==> config.mk <==
export PLATFORM = sky130hd
export DESIGN_NAME = audio_stim_gen
export DESIGN_NICKNAME = d
export VERILOG_FILES = /design/src/rtl/stim_pkg.sv /design/src/rtl/stim_lfsr.sv /design/src/rtl/audio_stim_gen.sv
export SDC_FILE = /design/constraint.sdc
export NUM_CORES = 1
export LEC_CHECK = 0
export BUFFER_PORTS_ARGS = -buffer_cell sky130_fd_sc_hd__buf_2
export CORE_UTILIZATION = 58
export DETAILED_ROUTE_END_ITERATION = 10
export GPL_TIMING_DRIVEN = 0
export PLACE_DENSITY = 0.83
export SYNTH_ARGS = -nofsm -noshare
export SYNTH_HDL_FRONTEND = slang
export SYNTH_HIERARCHICAL = 1
export SYNTH_SLANG_ARGS = --single-unit
==> constraint.sdc <==
create_clock -name clk -period 4.7 [get_ports clk]
set_input_delay 0.94 -clock clk [delete_from_list [all_inputs] [get_ports clk]]
set_output_delay 0.94 -clock clk [all_outputs]
set_load 0.005 [all_outputs]
==> src/rtl/stim_pkg.sv <==
// Shared definitions for the audio stimulus generator: mode codes, FSM
// state encoding and the noise LFSR tap mask / step helper.
package stim_pkg;

   // Pattern selection codes as seen on the mode input
   localparam logic [2:0] STIM_ZERO    = 3'd0;
   localparam logic [2:0] STIM_STEP    = 3'd1;
   localparam logic [2:0] STIM_RAMP    = 3'd2;
   localparam logic [2:0] STIM_CONST   = 3'd3;
   localparam logic [2:0] STIM_NOISE   = 3'd4;
   localparam logic [2:0] STIM_IMPULSE = 3'd5;

   // Burst sequencer states
   typedef enum logic [1:0] {
      ST_IDLE = 2'd0,
      ST_RUN  = 2'd1,
      ST_DONE = 2'd2
   } stim_state_e;

   // Galois tap mask for the 32-bit right-shifting noise LFSR
   localparam logic [31:0] STIM_LFSR_TAPS = 32'h8020_0003;

   // One right-shift Galois step: feed the outgoing LSB back through the taps
   function automatic logic [31:0] lfsr_step(input logic [31:0] s);
      return s[0] ? ((s >> 1) ^ STIM_LFSR_TAPS) : (s >> 1);
   endfunction

endpackage

==> src/rtl/stim_lfsr.sv <==
// 32-bit Galois noise LFSR with seed load and single-step enable.
// Load wins over step so a new burst always restarts from the seed.
module stim_lfsr
   import stim_pkg::*;
#(
   parameter logic [31:0] SEED = 32'hACE1_0001
)(
   input  logic        clk,
   input  logic        rst_n,
   input  logic        load_i,
   input  logic        step_i,
   output logic [31:0] state_o
);

   logic [31:0] state_q;
   logic [31:0] state_d;

   // Next-state selection: reload seed, advance one step, or hold
   always_comb begin
      state_d = state_q;
      if (load_i) begin
         state_d = SEED;
      end else if (step_i) begin
         state_d = lfsr_step(state_q);
      end
   end

   // State register, returns to the seed on reset
   always_ff @(posedge clk or negedge rst_n) begin
      if (!rst_n) begin
         state_q <= SEED;
      end else begin
         state_q <= state_d;
      end
   end

   assign state_o = state_q;

endmodule

==> src/rtl/audio_stim_gen.sv <==
// Audio test-pattern generator: emits a burst of num_samples samples
// (zero/step/ramp/const/noise/impulse) over a valid/ready handshake.
// All outputs are registered; the value for the next index is computed
// in the same cycle the current sample is accepted.
// Optional feature macro: STIM_LFSR_EN (NOISE mode). When undefined the
// LFSR is absent and mode 4 produces zeros with normal handshake timing.
module audio_stim_gen
   import stim_pkg::*;
#(
   parameter int unsigned DATA_W    = 24,
   parameter int unsigned LEN_W     = 16,
   parameter logic [31:0] LFSR_SEED = 32'hACE1_0001
)(
   input  logic              clk,
   input  logic              rst_n,
   input  logic              start,
   input  logic [2:0]        mode,
   input  logic [LEN_W-1:0]  num_samples,
   input  logic [LEN_W-1:0]  step_at,
   input  logic [DATA_W-1:0] level,
   input  logic [DATA_W-1:0] ramp_inc,
   output logic [DATA_W-1:0] sample_out,
   output logic              sample_valid,
   input  logic              sample_ready,
   output logic [LEN_W-1:0]  sample_idx,
   output logic              busy,
   output logic              done
);

   stim_state_e       state_q, state_d;
   logic [2:0]        mode_q, mode_d;
   logic [LEN_W-1:0]  num_q, num_d;
   logic [LEN_W-1:0]  step_at_q, step_at_d;
   logic [DATA_W-1:0] level_q, level_d;
   logic [DATA_W-1:0] inc_q, inc_d;
   logic [DATA_W-1:0] acc_q, acc_d;
   logic [LEN_W-1:0]  idx_q, idx_d;
   logic [DATA_W-1:0] out_q, out_d;
   logic              valid_q, valid_d;
   logic              busy_q, busy_d;
   logic              done_q, done_d;

   // Deterministic pattern value for index i (noise handled separately)
   function automatic logic [DATA_W-1:0] sample_value(
      input logic [2:0]        m,
      input logic [LEN_W-1:0]  i,
      input logic [LEN_W-1:0]  sa,
      input logic [DATA_W-1:0] lvl,
      input logic [DATA_W-1:0] ramp
   );
      logic [DATA_W-1:0] v;
      v = '0;
      case (m)
         STIM_STEP:    v = (i < sa) ? '0 : lvl;
         STIM_RAMP:    v = ramp;
         STIM_CONST:   v = lvl;
         STIM_IMPULSE: v = (i == sa) ? lvl : '0;
         default:      v = '0;
      endcase
      return v;
   endfunction

`ifdef STIM_LFSR_EN
   logic [31:0]       lfsr_state;
   logic              lfsr_load;
   logic              lfsr_adv;
   logic [DATA_W-1:0] noise_start;
   logic [DATA_W-1:0] noise_next;

   assign lfsr_load   = (state_q == ST_IDLE) && start;
   assign lfsr_adv    = (state_q == ST_RUN) && sample_ready;
   assign noise_start = LFSR_SEED[DATA_W-1:0];
   // Value the LFSR will hold after the step taken on this transfer
   assign noise_next  = DATA_W'(lfsr_step(lfsr_state));

   stim_lfsr #(
      .SEED    (LFSR_SEED)
   ) u_lfsr (
      .clk     (clk),
      .rst_n   (rst_n),
      .load_i  (lfsr_load),
      .step_i  (lfsr_adv),
      .state_o (lfsr_state)
   );
`endif

   // Next-state and registered-output computation for the burst sequencer
   always_comb begin
      state_d   = state_q;
      mode_d    = mode_q;
      num_d     = num_q;
      step_at_d = step_at_q;
      level_d   = level_q;
      inc_d     = inc_q;
      acc_d     = acc_q;
      idx_d     = idx_q;
      out_d     = out_q;
      valid_d   = 1'b0;
      busy_d    = 1'b0;
      done_d    = 1'b0;

      case (state_q)
         ST_IDLE: begin
            if (start) begin
               mode_d    = mode;
               num_d     = num_samples;
               step_at_d = step_at;
               level_d   = level;
               inc_d     = ramp_inc;
               acc_d     = '0;
               idx_d     = '0;
               if (num_samples == '0) begin
                  // Empty burst: straight to the done pulse, no sample
                  state_d = ST_DONE;
                  done_d  = 1'b1;
                  out_d   = '0;
               end else begin
                  state_d = ST_RUN;
                  valid_d = 1'b1;
                  busy_d  = 1'b1;
                  out_d   = sample_value(mode, '0, step_at, level, '0);
`ifdef STIM_LFSR_EN
                  if (mode == STIM_NOISE) out_d = noise_start;
`endif
               end
            end
         end

         ST_RUN: begin
            valid_d = 1'b1;
            busy_d  = 1'b1;
            if (sample_ready) begin
               if (idx_q == num_q - LEN_W'(1)) begin
                  state_d = ST_DONE;
                  valid_d = 1'b0;
                  busy_d  = 1'b0;
                  done_d  = 1'b1;
                  out_d   = '0;
                  idx_d   = '0;
               end else begin
                  idx_d = idx_q + LEN_W'(1);
                  acc_d = acc_q + inc_q;
                  out_d = sample_value(mode_q, idx_d, step_at_q, level_q, acc_d);
`ifdef STIM_LFSR_EN
                  if (mode_q == STIM_NOISE) out_d = noise_next;
`endif
               end
            end
         end

         ST_DONE: begin
            state_d = ST_IDLE;
         end

         default: begin
            state_d = ST_IDLE;
         end
      endcase
   end

   // FSM state register
   always_ff @(posedge clk or negedge rst_n) begin
      if (!rst_n) begin
         state_q <= ST_IDLE;
      end else begin
         state_q <= state_d;
      end
   end

   // Latched burst parameters, counters and registered outputs
   always_ff @(posedge clk or negedge rst_n) begin
      if (!rst_n) begin
         mode_q    <= STIM_ZERO;
         num_q     <= '0;
         step_at_q <= '0;
         level_q   <= '0;
         inc_q     <= '0;
         acc_q     <= '0;
         idx_q     <= '0;
         out_q     <= '0;
         valid_q   <= 1'b0;
         busy_q    <= 1'b0;
         done_q    <= 1'b0;
      end else begin
         mode_q    <= mode_d;
         num_q     <= num_d;
         step_at_q <= step_at_d;
         level_q   <= level_d;
         inc_q     <= inc_d;
         acc_q     <= acc_d;
         idx_q     <= idx_d;
         out_q     <= out_d;
         valid_q   <= valid_d;
         busy_q    <= busy_d;
         done_q    <= done_d;
      end
   end

   assign sample_out   = out_q;
   assign sample_valid = valid_q;
   assign sample_idx   = idx_q;
   assign busy         = busy_q;
   assign done         = done_q;

endmodule

Word-level counts from Yosys, hierarchy flattened --
Cells that the tools add are included.
Storage, ports and cells: word-level logic and storage cells 72, bits of input ports 87, flip-flop bits (word level) 151, output and inout port bits 43
Cells by class: reductions and logical operators 8, magnitude comparators 2, equality and inequality tests 14, mux-type cells 34, add/sub/neg operators 3
Operators by type and width (number):
- two-way mux 24 bit | 11
- case mux 24 bit (2 select lines) | 2
- case mux 24 bit (4 select lines) | 1
- case mux 24 bit (3 select lines) | 1
- two-way mux 16 bit | 3
- equality test 16 bit | 2
- zero test 16 bit | 2
- case mux 16 bit (2 select lines) | 1
- adder 24 bit | 1
- adder 16 x 1 -> 16 bit, second input constant | 1
- less-than comparator 1 x 16 -> 1 bit, first input constant | 1
- less-than comparator 16 bit | 1
- subtractor 16 x 1 -> 16 bit, second input constant | 1
- equality test 3 x 2 -> 1 bit, second input constant | 3
- two-way mux 1 bit | 8
- two-way mux 2 bit | 4
- inequality test 2 bit, second input constant | 4
- equality test 3 x 1 -> 1 bit, second input constant | 2
- equality test 3 bit, second input constant | 2
- AND reduction 3 bit | 2
- case mux 1 bit (2 select lines) | 2
- case mux 2 bit (2 select lines) | 1
- AND reduction 4 bit | 1
- equality test 2 x 1 -> 1 bit, second input constant | 1
- other kinds (3) | 3

Logic depth before layout (Yosys ltp) --
Gate-level depths: netlist (run 1).
depth in word-level cells 7, depth in mapped cells 16, gate-level depth less buffers 14

Worst setup path before layout (run 1) --
No wires, ideal clock.
kind register -> register, from reg idx_q[2], in the netlist sample_idx[2], to reg out_q[19], in the netlist sample_out[19], cell stages (with the launch flop) 16, period minus slack after synthesis 3.657 ns, path slack 1.043 ns, required time 4.561 ns, path buffers 2, setup time 0.139 ns, arrival time 3.518 ns, cell sequence dfrtp_1 clkbuf_1 and3_1 and3_1 nand3_1 inv_1 and3_1 xor2_1 ha_1 and4_1 a221o_1 a2111oi_0 o21bai_1 clkbuf_1 a221oi_1 o31ai_2
On the way: cells in the longest elaborated chain, start to end 7, elaborated cells between the ends (all ways) 10, those cells by class add/sub: 1; order compare: 1; eq/ne: 2; mux: 6
Ends and longest elaborated chain:
- start, declared | line audio_stim_gen.sv:37 | logic [LEN_W-1:0] idx_q, idx_d;
- start signal, assigned | line audio_stim_gen.sv:191 | idx_q <= idx_d;
- adder 16 x 1 -> 16 bit | line audio_stim_gen.sv:141 | idx_d = idx_q + LEN_W'(1);
- less-than comparator 16 bit or equality test 16 bit (tied branches) | line audio_stim_gen.sv:54, audio_stim_gen.sv:57
- two-way mux 24 bit, on equally long branches | line audio_stim_gen.sv:54, audio_stim_gen.sv:57
- case mux 24 bit (4 select lines) | line audio_stim_gen.sv:53 | case (m)
- two-way mux 24 bit * | line audio_stim_gen.sv:133 | if (idx_q == num_q - LEN_W'(1)) begin
- two-way mux 24 bit * | line audio_stim_gen.sv:132 | if (sample_ready) begin
- case mux 24 bit (2 select lines) * | line audio_stim_gen.sv:102 | case (state_q)
- end signal, assigned | line audio_stim_gen.sv:192 | out_q <= out_d;
- end, declared | line audio_stim_gen.sv:38 | logic [DATA_W-1:0] out_q, out_d;
Every way passes the cells marked *; elsewhere a longest branch is shown, timed or not. The select of a mux whose other input is x is not followed. A chain may end at the register's enable or synchronous reset.

Worst setup path in the final report (run 1) --
Ends and elaborated chain as after synthesis.

==> results of run 1 <==
## where the power goes
part | switching, mW | leakage (nW) | internal, mW
clock network | 0.566 | 0.308 | 0.969
registers | 0.393 | 1.84 | 1.83
logic | 2.13 | 2.63 | 1.45
total | 3.09 | 4.78 | 4.25
## sequential cells by signal (all words and copies together), names as in the netlist
register	cells
sample_idx	16
num_q	16
inc_q	24
step_at_q	16
mode_q	3
state_q	2
level_q	24
done	1
busy	1
acc_q	24
sample_out	24
## through the flow
stage          util, %  total power [mW]  std cells  setup slack, ns
2_1_floorplan        -              4.68        919             1.04
3_3_place_gp      66.4              5.56       1232            0.332
3_5_place_dp      66.6              5.68       1233            0.326
4_1_cts           71.0              7.26       1265            0.230
5_1_grt           71.0              7.78       1265          0.00928
6_report          71.1              7.34       1266            0.210
## layout by cell type (no fill, tap or decap), types with 4 or more instances in the layout
master | netlist | layout
a31oi_1 | 5 | 5
and3_1 | 14 | 14
a22oi_1 | 15 | 15
nor4_1 | 19 | 19
a211oi_1 | 9 | 9
a31o_1 | 8 | 8
mux2_2 | 63 | 63
inv_1 | 31 | 31
buf_4 | 4 | 4
nand3_1 | 19 | 19
o21ai_0 | 57 | 57
dfrtp_1 | 151 | 151
xor2_1 | 20 | 20
a21oi_1 | 59 | 59
o211ai_1 | 7 | 7
ha_1 | 41 | 41
o21a_1 | 15 | 15
nand4_1 | 15 | 15
bufinv_16 | 0 | 5
buf_2 | 5 | 133
clkbuf_16 | 0 | 17
and4_1 | 5 | 5
and2_1 | 10 | 10
nand2b_1 | 9 | 9
o22ai_1 | 4 | 4
nand2_1 | 98 | 98
o31ai_2 | 7 | 7
xnor2_1 | 29 | 29
nor2_1 | 33 | 33
o31ai_1 | 22 | 22
a22o_1 | 8 | 8
or3_1 | 11 | 11
nor3_1 | 12 | 12
clkbuf_1 | 42 | 42
a21o_1 | 11 | 11
clkinvlp_4 | 0 | 4
o21ai_1 | 8 | 8
## per-layer routing
layer / up-vias / global-route usage, % / share of wire (%)
li1: 3688 / - / -
met1: 3892 / 44.3 / 41
met2: 503 / 51.4 / 45
met3: 83 / 8.58 / 10
met4: 0 / 14.3 / 3.4
met5: - / 0 / 0
## final timing paths
path                                   to  slack [ns]          start  depth (start not counted)
hold reg to reg                 acc_q[18]        0.49      acc_q[18]                          2
setup / recovery           sample_out[19]        0.21  sample_idx[2]                         15
max in group asynchronous   sample_out[6]        3.39          rst_n                          2
min in group clk                acc_q[18]        0.49      acc_q[18]                          2
hold / removal                   inc_q[6]        0.45          rst_n                          1
setup reg to reg           sample_out[19]        0.21  sample_idx[2]                         15
## area by class of cell
type,instances,area [µm²]
Timing Repair Buffer,130,679
Inverter,31,116
Sequential cell,151,3780
Clock inverter,12,199
Clock buffer,20,457
Fill cell,1131,4270
Tap cell,184,230
Buffer,55,236
Antenna cell,1,2.50
Multi-Input combinational cell,682,4780
## critical path, delay by kind of cell, from the launching register on
| family | cells | cell delay [ns] |
|---|---|---|
| fa+ha+maj | 1 | 0.28 |
| buf+inv | 3 | 0.82 |
| xor+xnor | 1 | 0.23 |
| simple gates | 5 | 1.10 |
| compound gates | 5 | 1.58 |
| flops | 1 | 0.34 |
## logic make-up (layout without fill, tap and decap cells)
| group | Yosys count | in the layout | synth area share (%) |
|---|---|---|---|
| compound gates | 263 | 263 | 19.7 |
| xor+xnor | 49 | 49 | 4.81 |
| fa+ha+maj | 42 | 42 | 5.98 |
| buf+inv | 86 | 248 | 3.94 |
| flops | 151 | 151 | 42.4 |
| mux | 66 | 66 | 8.29 |
| other cells | 0 | 1 | 0 |
| simple gates | 262 | 262 | 14.9 |
==> impl_results.md, run 1 <==
* Layout area overhead at 17.6%
* Finish-stage setup viols at 0
* Max Cap Viol at 0
* Hold buffers post-CTS at 0
* CTS resizes at 0
* Syn Std Cell Area at 8910 µm²
* Cell count after synthesis at slightly above 900
* Post-synthesis area per instance at around 9.7 µm²
* Minimum clock period at 4.49 ns
* Share of layout cells above drive strength 1 at 23.4%
* Register area share after synthesis at a little over two fifths
* Clock Sinks at around 150
* Crit path launch type: flip-flop
* Die width at 126 µm
* Maximum vdd drop at 0.405 mV
* First-pass GRT wire length at 40500 µm
* Via density at around 6.5
* DR pass1 iterations at 7
* DR WL/cell at slightly above 20 µm
* Max incr delay on CP at ~0.44 ns
* Post-route design area at around 10000 µm²
* Leak at roughly 4.8 nW
* Worst skew pair latency at about 0.43 ns
* H-tree level count at 4
* CTS tree: built
* Warnings from Yosys at 6
* Net Count, Synth at ~1000
* Hold Fails Final Rpt at 0
* CTS root buf: clkbuf_16
* Register bit total from synthesis at 151
* Synth top area cells: dfrtp_1 42%, mux2_2 8.0%, ha_1 5.8%
* DR DRC count at 0
* EDFF count, synth at 0
* Layout net count at ~1200
* Fin crit share at 95.5%
* Die H at 126 µm
* Top_reg_cell synth: dfrtp_1
* Setup Buffers After CTS at 0
* Clk buf depth at 2
* Cell Area, Placed at between 9000 and 10000 µm²
* Skew final at ~0.0068 ns
* Die ar. at roughly 16000 µm²
* Relative slew margins at between 40% and 50%
* Critical path data required time at 5.00 ns
* Post-DRT Antenna Nets at 0
* Largest net degree at the start of global routing at 101
* Rows at 44
* Status: finished, final reports clean
* Port bufs at roughly 130
* Most used cell, CP: and3_1
* Initial antenna violation count at 1
* PD cells at 701 nW/µm²
* Number of DRC markers in iteration 0 at 927
* Vias at about 8200
* Kind of critical path: flip-flop to flip-flop
* Synth cell types at 67
* Initial Util at 60.4%
* Boundary Pins at 130
* Setup crit end kind: flip-flop
* DP Wirelength at about 19000 µm
* Vias in the first global route at between 7000 and 8000
* Most instantiated cells after synthesis: 151 x dfrtp_1, 98 x nand2_1, 63 x mux2_2, 59 x a21oi_1, 57 x o21ai_0
* Crit-path cells: clkbuf_1 > and3_1 > and3_1 > nand3_1 > inv_1 > and3_1 > xor2_1 > ha_1 > and4_1 > a221o_1 > a2111oi_0 > o21bai_1 > clkbuf_2 > a221oi_1 > o31ai_2
* Ys async rst share at 100%
* GR Overflow Total at 0
* Slowest cell on the critical path: a221oi_1
* Final wirelength at 25500 µm
* Area fraction of the dominant cell type after synthesis at a little over two fifths
* Worst EP arrival at 4.79 ns
* Hold slack final at around 0.45 ns
* Worst Tran Pin Value at roughly 0.85 ns
* Post-synth top area cell: dfrtp_1
* Top-count cell post-synth: dfrtp_1
* Tot GR Track Use at around 33%
* Worst-path clk slew at 0.06 ns
* GPL Wtd Cong at 0.935
* Worst hold path type: input port to asynchronous set/reset pin
* Fmax at around 220 MHz
* Placeable Area at between 10000 and 15000 µm²
* RSZ-0062 raised after global routing: no
* CP max FO at 10
* Cts bufs inserted at 17
* Max Slew Vio Count at 0
* Setup TNS Final at 0 ns
Power figures use the tool's default switching activity.
==> run 2, diff against run 1 <==
--- a/config.mk
+++ b/config.mk
@@ -5,8 +5,9 @@
 export SDC_FILE = /design/constraint.sdc
 export NUM_CORES = 1
 export LEC_CHECK = 0
+export ABC_AREA = 1
 export BUFFER_PORTS_ARGS = -buffer_cell sky130_fd_sc_hd__buf_2
-export CORE_UTILIZATION = 58
+export CORE_UTILIZATION = 59
 export DETAILED_ROUTE_END_ITERATION = 10
 export GPL_TIMING_DRIVEN = 0
 export PLACE_DENSITY = 0.83
==> run 2 against run 1 <==
Synthesized cell count increased by 61%. Non-clock buffer count decreased by 2. Sequential cell count unchanged. Die area increased by 15%. Wire length increased by 12%. Critical endpoint is now sample_out[13]. Critical path type unchanged. Worst hold slack improved by 0.0082 ns. Utilization decreased by 1.5 points. Clock skew increased by 0.0054 ns. Clock power decreased by 7%. First-iteration DRC count increased by 9.6%.
==> impl_results.md, run 2 <==
* Status: finished, final reports clean
* Hold buffers post-CTS at 0
* Finish-stage setup viols at 0
* Layout area overhead at 14.9%
* Top-count cell post-synth: nand2_1
* Rows at 48
* Die H at roughly 140 µm
* P_int at around 2.4 mW
* Die width at 135 µm
* Worst hold path type: input port to asynchronous set/reset pin
* Worst skew pair latency at about 0.44 ns
* Setup crit end kind: flip-flop
* Die ar. at about 18000 µm²
* EDFF count, synth at 0
* Setup TNS Final at 0 ns
* Worst EP arrival at between 4 and 5 ns
* Fmax at roughly 250 MHz
* Synth top area cells: dfrtp_1 36%, nand2_1 16%, nand3_1 7.9%
* H-tree level count at 4
* Placed Cells at ~1800
* Placeable Area at approximately 17000 µm²
* Most instantiated cells after synthesis: 439 x nand2_1, 215 x inv_1, 165 x nand3_1, 151 x dfrtp_1, 120 x nor2_1
* Largest net degree at the start of global routing at 99
* Max Cap Viol at 0
* Tot GR Track Use at between 30% and 40%
* Clock Sinks at about 150
* Finished Layout Cells at 1866
* Leak at 6.79 nW
* Register area share after synthesis at 36.1%
* Max Slew Vio Count at 0
* Hold slack final at approximately 0.46 ns
* Net Sw Power at around 1.1 mW
* # diodes at 0
* RSZ-0062 raised after global routing: no
* Ys async rst share at 100%
* DR pass1 iterations at 6
* Post-DRT Antenna Nets at 0
* Synth cell types at 41
* GPL Wtd Cong at roughly 0.93
* Most common cell after layout, fill and taps aside: nand2_1
* Port bufs at 129
* Hold Fails Final Rpt at 0
* Worst Tran Pin Value at 0.882 ns
* Final wirelength at ~29000 µm
* Maximum vdd drop at 0.294 mV
* Kind of critical path: flip-flop to flip-flop
* PD cells at 295 nW/µm²
* CP max FO at 10
* Minimum clock period at a little over 4 ns
* Warnings from Yosys at 6
* Post-synthesis area per instance at ~7.1 µm²
* Setup Buffers After CTS at 0
* Cell count after synthesis at between 1000 and 1500
* Placement Setup Slack at 0.771 ns
* Layout net count at ~1800
* Share of layout cells above drive strength 1 at between 15 and 20%
* DP Wirelength at between 20000 and 25000 µm
* Relative slew margins at 40.8%
* Area fraction of the dominant cell type after synthesis at 36.1%
* Sequential share of power at between 40% and 50%
* Fin crit share at a little under nine tenths
* First-pass GRT wire length at between 40000 and 50000 µm
* CTS tree: built
* DR DRC count at 0
* Clk buf depth at 2
* Crit path launch type: flip-flop
* Sw frac at roughly a third
* Most frequent cells in the layout: 439 x nand2_1, 215 x inv_1, 165 x nand3_1
* DR WL/cell at ~15 µm
* GR Overflow Total at 0
* Final WS setup at around 0.64 ns
* CTS resizes at 0
* Worst-path clk slew at roughly 0.070 ns
* Initial Util at about three fifths
* Skew final at between 0.01 and 0.015 ns
* Boundary Pins at between 100 and 150
* Vias in the first global route at about 9600
* Initial antenna violation count at 0
* Post-synth top area cell: dfrtp_1
* Cts bufs inserted at 17
* Via density at about 5.5
* Top_reg_cell synth: dfrtp_1
* Number of DRC markers in iteration 0 at between 1000 and 1500
* Combinational share of power at a little under a fifth
* Syn Std Cell Area at roughly 10000 µm²
* Critical path data required time at between 5 and 6 ns
* Clk pwr share at around two fifths
* CTS root buf: clkbuf_16
* Vias at roughly 10000
* Net Count, Synth at between 1500 and 2000
* Register bit total from synthesis at about 150
[run 2: cell count changes after synthesis, sizes merged, moves of 20 or more]
cell and change:
inv +188, nand2 +367, nand3 +149, nand3b +24
nor2 +103, nor4 -20, o21ai -25, o31ai -29
[run 2: logic make-up (layout without fill, tap and decap cells)]
kind of cell	count (synthesis)	count (layout)	share of synthesized area, %
fa+ha+maj	42	42	5.09
simple gates	828	828	35.3
xor+xnor	35	35	2.93
mux	47	47	5.06
buf+inv	272	434	10.4
flops	151	151	36.1
compound gates	104	104	5.20
[run 2: per-layer routing]
metal	wire length, µm	global-route usage, %	vias to the layer above	share of wire (%)
met5	0	0	-	0
met4	831	12.0	0	2.9
met3	2680	6.62	70	9.4
met2	12400	50.0	484	43
met1	12700	47.4	4690	44
li1	-	-	4968	-
[run 2: critical path: stages, from the launching register on]
cell and delay, ns:
dfrtp_1 0.51, ha_1 0.24, nand2_1 0.06, nor2_1 0.18
nand3_1 0.14, nor2_1 0.16, inv_1 0.06, nor2_1 0.25
nand4_1 0.15, xor2_1 0.20, ha_1 0.29, nand2_1 0.06
nor2_1 0.15, nand2_1 0.10, nor2_1 0.41, clkbuf_1 0.41
nand3_1 0.15, nand2_1 0.08, nand3b_1 0.10, nand3_1 0.11
a21oi_1 0.15
[run 2: layout make-up]
class	count	area [µm²]
Clock buffer	18	439
Inverter	219	822
Fill cell	1471	5270
Multi-Input combinational cell	1056	5610
Tap cell	225	282
Sequential cell	151	3780
Timing Repair Buffer	130	679
Buffer	53	263
Clock inverter	14	161
[run 2: metrics by stage]
stage	util [%]	power [mW]	instance area, µm²
2_1_floorplan	-	1.87	10500
3_3_place_gp	65.9	2.09	11400
3_5_place_dp	66.1	2.12	11400
4_1_cts	69.6	3.53	12000
5_1_grt	69.6	3.69	12000
6_report	69.6	3.55	12000
[run 2: power by group through the flow]
| stage | Combinational [mW] | Sequential, mW | Clock [mW] |
|---|---|---|---|
| detailed placement | 0.657 | 1.46 | 0 |
| floorplan | 0.427 | 1.44 | 0 |
| global placement | 0.630 | 1.46 | 0 |
| global route | 0.762 | 1.44 | 1.48 |
| CTS | 0.668 | 1.44 | 1.43 |
| finish | 0.679 | 1.44 | 1.43 |
[run 2: worst paths after layout]
kind / start / endpoint / slack, ns / cells past startpoint
hold reg to reg: step_at_q[3] / step_at_q[3] / 0.49 / 2
hold / removal: rst_n / num_q[9] / 0.46 / 1
setup reg to reg: sample_idx[0] / sample_out[13] / 0.64 / 20
max in group asynchronous: rst_n / inc_q[23] / 3.36 / 2
min in group clk: step_at_q[3] / step_at_q[3] / 0.49 / 2
setup / recovery: sample_idx[0] / sample_out[13] / 0.64 / 20
